## src/rtl/ram_pkg.sv

```systemverilog
// Shared encodings for the RAM arbiter: FSM states, requester IDs, RAM op codes.
package ram_pkg;

    typedef enum logic {
        BOOT   = 1'b0,
        SHARED = 1'b1
    } arb_state_e;

    localparam logic REQ_A     = 1'b0;
    localparam logic REQ_B     = 1'b1;

    localparam logic RAM_WRITE = 1'b1;
    localparam logic RAM_READ  = 1'b0;

endpackage

```

## src/rtl/rr_arb2.sv

```systemverilog
// Two-way round-robin arbiter. On contention the requester not granted last wins.
// mask_b blocks requester B entirely (used while A owns memory during boot).
module rr_arb2
    import ram_pkg::*;
(
    input  logic clk,
    input  logic rst_n,
    input  logic req_a,
    input  logic req_b,
    input  logic mask_b,
    output logic gnt_a,
    output logic gnt_b
);

    logic last_q;
    logic last_d;
    logic eff_b;

    // Grant decode; grants are held low while reset is asserted.
    always_comb begin
        gnt_a  = 1'b0;
        gnt_b  = 1'b0;
        last_d = last_q;
        eff_b  = req_b & ~mask_b;
        if (rst_n) begin
            if (req_a && eff_b) begin
                gnt_a = (last_q == REQ_B);
                gnt_b = (last_q == REQ_A);
            end else begin
                gnt_a = req_a;
                gnt_b = eff_b;
            end
        end
        if (gnt_a) begin
            last_d = REQ_A;
        end else if (gnt_b) begin
            last_d = REQ_B;
        end
    end

    // Last-granted register; resets to B so A wins the first contested cycle.
    always_ff @(posedge clk or negedge rst_n) begin
        if (!rst_n) begin
            last_q <= REQ_B;
        end else begin
            last_q <= last_d;
        end
    end

endmodule

```

## src/rtl/ram_arbiter.sv

```systemverilog
// Single-port RAM arbiter: boot-phase exclusive access for the core (A), then
// round-robin sharing with the read-only judge port (B). Read data is registered.
module ram_arbiter
    import ram_pkg::*;
#(
    parameter int unsigned W  = 32,
    parameter int unsigned AW = 3
) (
    input  logic          clk,
    input  logic          rst_n,
    input  logic          a_req,
    input  logic          a_we,
    input  logic [AW-1:0] a_addr,
    input  logic [W-1:0]  a_wdata,
    input  logic          a_boot_done,
    output logic          a_gnt,
    output logic          a_rvalid,
    output logic [W-1:0]  a_rdata,
    input  logic          b_req,
    input  logic [AW-1:0] b_addr,
    output logic          b_gnt,
    output logic          b_rvalid,
    output logic [W-1:0]  b_rdata,
    output logic [AW-1:0] ram_addr,
    output logic [W-1:0]  ram_data_in,
    output logic          ram_rw,
    output logic          ram_oe,
    input  logic [W-1:0]  ram_data_out
);

    arb_state_e state_q;
    arb_state_e state_d;

    logic          a_rvalid_q;
    logic          b_rvalid_q;
    logic [W-1:0]  a_rdata_q;
    logic [W-1:0]  b_rdata_q;

    rr_arb2 u_rr_arb2 (
        .clk    (clk),
        .rst_n  (rst_n),
        .req_a  (a_req),
        .req_b  (b_req),
        .mask_b (state_q == BOOT),
        .gnt_a  (a_gnt),
        .gnt_b  (b_gnt)
    );

    // Boot-to-shared transition; one-way until reset.
    always_comb begin
        state_d = state_q;
        if (state_q == BOOT && a_boot_done) begin
            state_d = SHARED;
        end
    end

    // FSM state register.
    always_ff @(posedge clk or negedge rst_n) begin
        if (!rst_n) begin
            state_q <= BOOT;
        end else begin
            state_q <= state_d;
        end
    end

    // RAM drive mux; idle bus is all zeros.
    always_comb begin
        ram_addr    = '0;
        ram_data_in = '0;
        ram_rw      = RAM_READ;
        ram_oe      = 1'b0;
        if (a_gnt) begin
            ram_addr = a_addr;
            if (a_we) begin
                ram_rw      = RAM_WRITE;
                ram_data_in = a_wdata;
            end else begin
                ram_oe = 1'b1;
            end
        end else if (b_gnt) begin
            ram_addr = b_addr;
            ram_oe   = 1'b1;
        end
    end

    // Read return: capture RAM output into the winner's rdata and pulse its rvalid.
    always_ff @(posedge clk or negedge rst_n) begin
        if (!rst_n) begin
            a_rvalid_q <= 1'b0;
            b_rvalid_q <= 1'b0;
            a_rdata_q  <= '0;
            b_rdata_q  <= '0;
        end else begin
            a_rvalid_q <= a_gnt & ~a_we;
            b_rvalid_q <= b_gnt;
            if (a_gnt && !a_we) begin
                a_rdata_q <= ram_data_out;
            end
            if (b_gnt) begin
                b_rdata_q <= ram_data_out;
            end
        end
    end

    assign a_rvalid = a_rvalid_q;
    assign b_rvalid = b_rvalid_q;
    assign a_rdata  = a_rdata_q;
    assign b_rdata  = b_rdata_q;

endmodule

```

## config.mk

```make
export PLATFORM = sky130hd
export DESIGN_NAME = ram_arbiter
export DESIGN_NICKNAME = d
export VERILOG_FILES = /design/src/rtl/ram_pkg.sv /design/src/rtl/rr_arb2.sv /design/src/rtl/ram_arbiter.sv
export SDC_FILE = /design/constraint.sdc
export NUM_CORES = 1
export LEC_CHECK = 0
export ABC_AREA = 1
export CAP_MARGIN = 20
export CORE_MARGIN = 4
export CORE_UTILIZATION = 30
export DETAILED_ROUTE_END_ITERATION = 10
export PLACE_DENSITY = 0.64
export SLEW_MARGIN = 30
export SYNTH_ARGS = -nofsm -noshare
export SYNTH_HDL_FRONTEND = slang
export SYNTH_SLANG_ARGS = --single-unit
```

## constraint.sdc

```tcl
create_clock -name clk -period 1.7 [get_ports clk]
set_clock_uncertainty 0.15 [all_clocks]
set_input_delay 0.425 -clock clk [delete_from_list [all_inputs] [get_ports clk]]
set_output_delay 0.425 -clock clk [all_outputs]
set_load 0.1 [all_outputs]
```

==> flow_metrics.tcl, run 1 <==
set metrics [dict create \
    status "finished, violations left" \
    failed_checks "setup timing" \
    largest_net_degree_at_the_start_of_global_routing 42 \
    fp.coreArea_um2 9950 \
    mapped_avg_cell_area_um2 8.19 \
    internal_power_mw 4.26 \
    routabilityCongestion 0.797 \
    timing.setup.critical_path_class "reg2out" \
    route.vias.total 3494 \
    critPathLaunchType "flop" \
    number_of_inserted_diodes 0 \
    leakage_power_nw 3.23 \
    maxClockFrequency_mhz 449 \
    final_cell_count_no_fill 721 \
    power.clock.fraction_pct 14.5 \
    number_of_clock_sinks 68 \
    design.die.area_um2 12100 \
    worst-endpoint-arrival_ns 1.65 \
    synthesis.instances 381 \
    drt_pre_antenna_iters 4 \
    viasPerCell 4.85 \
    synthToLayoutAreaGrowth_pct 128 \
    timing.final.max_slew_violations 0 \
    endpoint_kind "output pin" \
    seqPwrFrac_pct 27.0 \
    critical_path_buf_inv_count 4 \
    placement.cell_area_um2 6520 \
    clock_tree_from_tritoncts "done" \
    first_iter_violations 205 \
    count_of_synthesis_stage_warnings_from_yosys 0 \
    most_frequent_cp_cell "sky130_fd_sc_hd__buf_12" \
    post-layout-total-power_mw 8.50 \
    critPathRequiredTime_ns 1.12 \
    share_comb_of_total_power_pct 58.5 \
    clk_root_buffer_cell "sky130_fd_sc_hd__clkbuf_8" \
    hold_slack_ns 0.0593 \
    grt_setup_unrepaired "yes" \
    clkSlewWorstSetupHoldPaths_ns 0.08 \
    ys_seq_elements 68 \
    clkLatencyLatePin_ns 0.33 \
    die_w_um 110 \
    drt.antenna.violating_nets 0 \
    port-buffer-count 180 \
    ios 181 \
    crit_path_top_delay_cell "sky130_fd_sc_hd__dfstp_2" \
    grt_first_pass_wirelength_mm 18.5 \
    netlist-cell-type-count 18 \
    cts_htree_levels 3 \
    finish.instance_area_um2 7130 \
    max-vdd-ir-drop_v 0.000732 \
    critPathMaxFanout 7 \
    cp.depth 7 \
    setup_viol 62 \
    critPathTopFamily "flip-flops" \
    grt_pass1_vias 3462 \
    global_route.overflow_total 0 \
    pnr_worst_setup_slack_ns -0.526 \
    p_sw_mw 4.24 \
    initial_antenna_violation_count 0 \
    slowest_delay_ns 0.56 \
    timing.final.crit_period_ns 2.23 \
    cellPowerDensity_nw_per_um2 1190 \
    final_layout_net_count 659 \
    synthesis.nets 457 \
    synth_sequential_area_ratio_pct 54.5 \
    numPlacedInstances 687 \
    grt_use_total_pct 20.0 \
    row_count 36 \
    post-route-util_pct 71.6 \
    chipHeight_um 110 \
    timing_worst_slew_pin_value_ns 0.524 \
    wl_per_cell_um 17.3 \
    aggregate_negative_setup_slack_ns -20.39 \
    post-route-period-util_pct 131 \
    final_layout_size_suffix_gt1_share_pct 40.3 \
    routed_wirelength_mm 12.5 \
    setup_ws_pre_cts_ns -0.734 \
    initial_core_utilization_pct 31.4 \
    syn_area_um2 3120 \
    cts_buffers 9 \
    crit_path_cell_trace "inv_2 > nand3_4 > buf_12 > buf_12 > nand3_4 > nand2_8 > buf_12" \
    timing.hold.worst.class "in2async" \
    clk_path_buf_depth 2 \
    post-route-drc-count 0 \
    timing_hold_violations_final 0 \
    detailed_place_hpwl_mm 8.95 \
    max_cap_viol_count 0 \
    r2r_cells 9 \
    max-slew-margin-rel_pct 65.1 \
    switching_share_pct 49.8 \
]
[synthesized netlist by cell type (all sizes together)]
cell	number	area share, %
or2	1	0.20
o21ai	1	0.16
dfstp	1	0.84
clkbuf	3	0.36
dfrtp	67	54
inv	8	0.96
nand3	37	6.3
nor2	34	4.6
buf	25	5.3
nand2	172	21
nand4	32	6.4
[per-layer routing]
metal / vias up / share of wire, % / GRT usage, % / routed length [um]
met3: 11 / 12 / 8.15 / 1540
met2: 166 / 51 / 33.0 / 6320
li1: 1636 / - / - / -
met1: 1681 / 36 / 23.9 / 4500
met5: - / 0 / 0 / 0
met4: 0 / 0.99 / 6.14 / 123
[cells in the final DEF (no fill, tap or decap), types with 2 or more instances in the layout]
cell	count
sky130_fd_sc_hd__nand2_1	138
sky130_fd_sc_hd__buf_12	113
sky130_fd_sc_hd__clkdlybuf4s50_1	71
sky130_fd_sc_hd__dfrtp_1	67
sky130_fd_sc_hd__nand3_1	35
sky130_fd_sc_hd__nor2_4	33
sky130_fd_sc_hd__nand4_1	32
sky130_fd_sc_hd__buf_4	23
sky130_fd_sc_hd__nand2_2	15
sky130_fd_sc_hd__nand2_4	12
sky130_fd_sc_hd__clkbuf_8	10
sky130_fd_sc_hd__nand2_8	7
sky130_fd_sc_hd__clkinvlp_4	6
sky130_fd_sc_hd__inv_1	3
sky130_fd_sc_hd__clkbuf_16	3
sky130_fd_sc_hd__buf_6	3
sky130_fd_sc_hd__inv_2	2
sky130_fd_sc_hd__nand3_4	2
sky130_fd_sc_hd__inv_6	2
sky130_fd_sc_hd__dlygate4sd2_1	2
[state kept, by name (all words and copies together), names as in the netlist]
signal            cells
a_rdata              32
b_rdata              32
a_rvalid              1
b_rvalid              1
state_q               1
u_rr_arb2.last_q      1
[power by group through the flow]
stage	Sequential, mW	Combinational [mW]	Clock, mW
CTS	2.27	4.90	1.26
finish	2.29	4.97	1.23
global placement	2.28	4.79	0
global route	2.34	5.12	1.36
floorplan	4.31	0.759	0
detailed placement	2.30	4.82	0
[layout make-up]
cell class	instances	area, um2
clock inverter	6	47.5
fill	736	2830
multi-input combinational	277	1700
clock buffer	10	138
tap	133	166
timing repair buffer	219	3330
inverter	8	40.0
sequential	68	1700
[path summary, 6_finish.rpt]
| path | start | endpoint | slack [ns] |
|---|---|---|---|
| setup / recovery | u_rr_arb2.last_q | ram_oe | -0.53 |
| hold / removal | rst_n | state_q | 0.06 |
| setup reg to reg | u_rr_arb2.last_q | a_rdata[21] | -0.08 |
| hold reg to reg | a_rdata[7] | a_rdata[7] | 0.39 |
| max in group asynchronous | rst_n | u_rr_arb2.last_q | 0.56 |
| min in group clk | a_rdata[7] | a_rdata[7] | 0.39 |
[repair_timing]
action,4_1_cts,5_1_grt
setup buffers,6,8
setup endpoints to repair,72,77
hold endpoints to repair,4,0
gates cloned,1,4
gates resized for setup,15,37
pin swaps,8,7
hold buffers,1,0
[cells by family (layout without fill, tap and decap cells)]
family / after synthesis / in the layout / synth area share, %
AND/OR/NAND/NOR: 276 / 276 / 38.6
flip-flops: 68 / 68 / 54.5
buffers and inverters: 36 / 243 / 6.65
AO/OA/AOI/OAI: 1 / 1 / 0.160
Note: power is estimated with default switching activity, not from simulation.
==> run 2: changes to the inputs <==
--- a/config.mk
+++ b/config.mk
@@ -8,10 +8,11 @@
 export ABC_AREA = 1
 export CAP_MARGIN = 20
 export CORE_MARGIN = 4
-export CORE_UTILIZATION = 30
+export CORE_UTILIZATION = 38
 export DETAILED_ROUTE_END_ITERATION = 10
-export PLACE_DENSITY = 0.64
-export SLEW_MARGIN = 30
+export HOLD_SLACK_MARGIN = 0.1
+export PLACE_DENSITY = 0.78
+export SLEW_MARGIN = 25
 export SYNTH_ARGS = -nofsm -noshare
 export SYNTH_HDL_FRONTEND = slang
 export SYNTH_SLANG_ARGS = --single-unit
==> flow_metrics.tcl, run 2 (synthesis gave the netlist of run 1 again) <==
set metrics [dict create \
    chipHeight_um 98.6 \
    status "finished, violations left" \
    drt_pre_antenna_iters 6 \
    synthToLayoutAreaGrowth_pct 126 \
    layout.filler_cells 303 \
    ios 181 \
    drt.antenna.violating_nets 0 \
    critPathRequiredTime_ns 1.12 \
    internal_power_mw 4.24 \
    max_cap_viol_count 0 \
    r2r_cells 8 \
    timing.setup.critical_path_class "reg2out" \
    hold_slack_ns 0.221 \
    max-vdd-ir-drop_v 0.000724 \
    fp.coreArea_um2 7850 \
    timing.final.crit_period_ns 2.32 \
    design.die.area_um2 9730 \
    post-route-period-util_pct 137 \
    cts_buffers 9 \
    clkSlewWorstSetupHoldPaths_ns 0.09 \
    clk_root_buffer_cell "sky130_fd_sc_hd__clkbuf_8" \
    maxClockFrequency_mhz 430 \
    routed_wirelength_mm 16.4 \
    post-route-util_pct 89.8 \
    number_of_clock_sinks 68 \
    final_cell_count_no_fill 693 \
    routabilityCongestion 0.834 \
    grt_first_pass_wirelength_mm 22.5 \
    grt_pass1_vias 4125 \
    multi_input_comb_area_um2 1660 \
    p_sw_mw 4.36 \
    global_route.overflow_total 0 \
    setup_viol 67 \
    critPathLaunchType "flop" \
    initial_antenna_violation_count 0 \
    route.vias.total 3962 \
    wl_per_cell_um 23.6 \
    numPlacedInstances 661 \
    largest_net_degree_at_the_start_of_global_routing 67 \
    initial_core_utilization_pct 39.8 \
    port-buffer-count 180 \
    detailed_place_hpwl_mm 9.88 \
    timing_hold_violations_final 0 \
    most_frequent_cells_in_the_layout "sky130_fd_sc_hd__nand2_1, sky130_fd_sc_hd__buf_12, sky130_fd_sc_hd__clkdlybuf4s50_1" \
    post-route-drc-count 0 \
    worst-endpoint-arrival_ns 1.75 \
    post-layout-total-power_mw 8.60 \
    setup_ws_pre_cts_ns -0.664 \
    switching_share_pct 50.7 \
    critPathMaxFanout 5 \
    number_of_inserted_diodes 0 \
    seqPwrFrac_pct 26.7 \
    failed_checks "setup timing" \
    pnr_worst_setup_slack_ns -0.623 \
    endpoint_kind "output pin" \
    leading_cell_type_in_the_layout_fill_and_taps_excluded "sky130_fd_sc_hd__nand2_1" \
    power.clock.fraction_pct 14.2 \
    clk_path_buf_depth 2 \
    cellPowerDensity_nw_per_um2 1220 \
    cts_htree_levels 3 \
    viasPerCell 5.72 \
    leakage_power_nw 3.23 \
    final_layout_net_count 662 \
    timing_worst_slew_pin_value_ns 0.837 \
    clkLatencyLatePin_ns 0.34 \
    grt_setup_unrepaired "yes" \
    timing.hold.worst.class "in2async" \
    die_w_um 98.6 \
    seqCellArea_um2 1700 \
    timing.final.max_slew_violations 0 \
    share_comb_of_total_power_pct 59.1 \
    final_layout_size_suffix_gt1_share_pct 38.7 \
    row_count 32 \
    grt_use_total_pct 29.6 \
    max-slew-margin-rel_pct 44.2 \
    first_iter_violations 317 \
    clock_tree_from_tritoncts "done" \
]
-- run 2: cell count changes in the layout (fill, tap and decap cells not counted), sizes merged --
cell	change
inv	-2
dlymetal6s2s	-1
buf	+3
clkinvlp	-3
nand2	+1
dlygate4sd2	+1
clkinv	+5
clkbuf	-1
-- run 2: path summary, 6_finish.rpt --
check	startpoint	slack (ns)	end
worst max-delay path	u_rr_arb2.last_q	-0.62	ram_addr[1]
worst min-delay path	rst_n	0.22	b_rdata[4]
worst max register to register	u_rr_arb2.last_q	-0.10	a_rdata[1]
worst min register to register	b_rdata[19]	0.39	b_rdata[19]
max in group asynchronous	rst_n	0.62	a_rdata[31]
min in group clk	b_rdata[19]	0.39	b_rdata[19]
-- run 2: repair_timing --
action	4_1_cts	5_1_grt
hold buffers	1	0
endpoints found under the setup margin	74	93
gates resized for setup	23	26
pin swaps	10	13
gates cloned	2	3
setup buffers	7	5
endpoints found under the hold margin	2	0
-- run 2: critical path, stage by stage (launching register included) --
cell and delay [ns]:
sky130_fd_sc_hd__dfstp_2 0.56, sky130_fd_sc_hd__inv_2 0.06, sky130_fd_sc_hd__nand3_4 0.15, sky130_fd_sc_hd__nand2_8 0.10, sky130_fd_sc_hd__clkinvlp_4 0.19, sky130_fd_sc_hd__nand2_4 0.10
sky130_fd_sc_hd__nand2_8 0.07, sky130_fd_sc_hd__buf_12 0.17
-- run 2: metal layers --
metal | global-route usage (%) | vias up | share of wire (%)
met3 | 8.56 | 64 | 9.9
li1 | - | 1638 | -
met4 | 12.9 | 0 | 5.0
met1 | 32.9 | 1927 | 33
met5 | 0 | - | 0
met2 | 52.6 | 333 | 52
-- run 2: cell type report --
class                           instances  area share, %
Clock inverter                          6          0.568
Clock buffer                           10           1.95
Multi-Input combinational cell        278           23.5
Tap cell                              102           1.81
Timing Repair Buffer                  221           47.4
Sequential cell                        68           24.2
Inverter                                8          0.568
-- run 2: power by group through the flow --
stage | clock network [mW] | registers (mW) | logic [mW]
after CTS | 1.20 | 2.28 | 4.93
after global routing | 1.30 | 2.31 | 5.19
after floorplan | 0 | 4.31 | 0.759
after global placement | 0 | 2.28 | 4.77
after detailed placement | 0 | 2.30 | 4.85
final | 1.22 | 2.30 | 5.08
-- run 2: per-stage QoR --
stage               TNS (ns)  cell area, um2
global route          -25.16            7050
detailed placement    -46.51            6490
finish                -22.92            7050
global placement      -40.74            6490
CTS                   -18.98            6860
floorplan             -13.69            3490
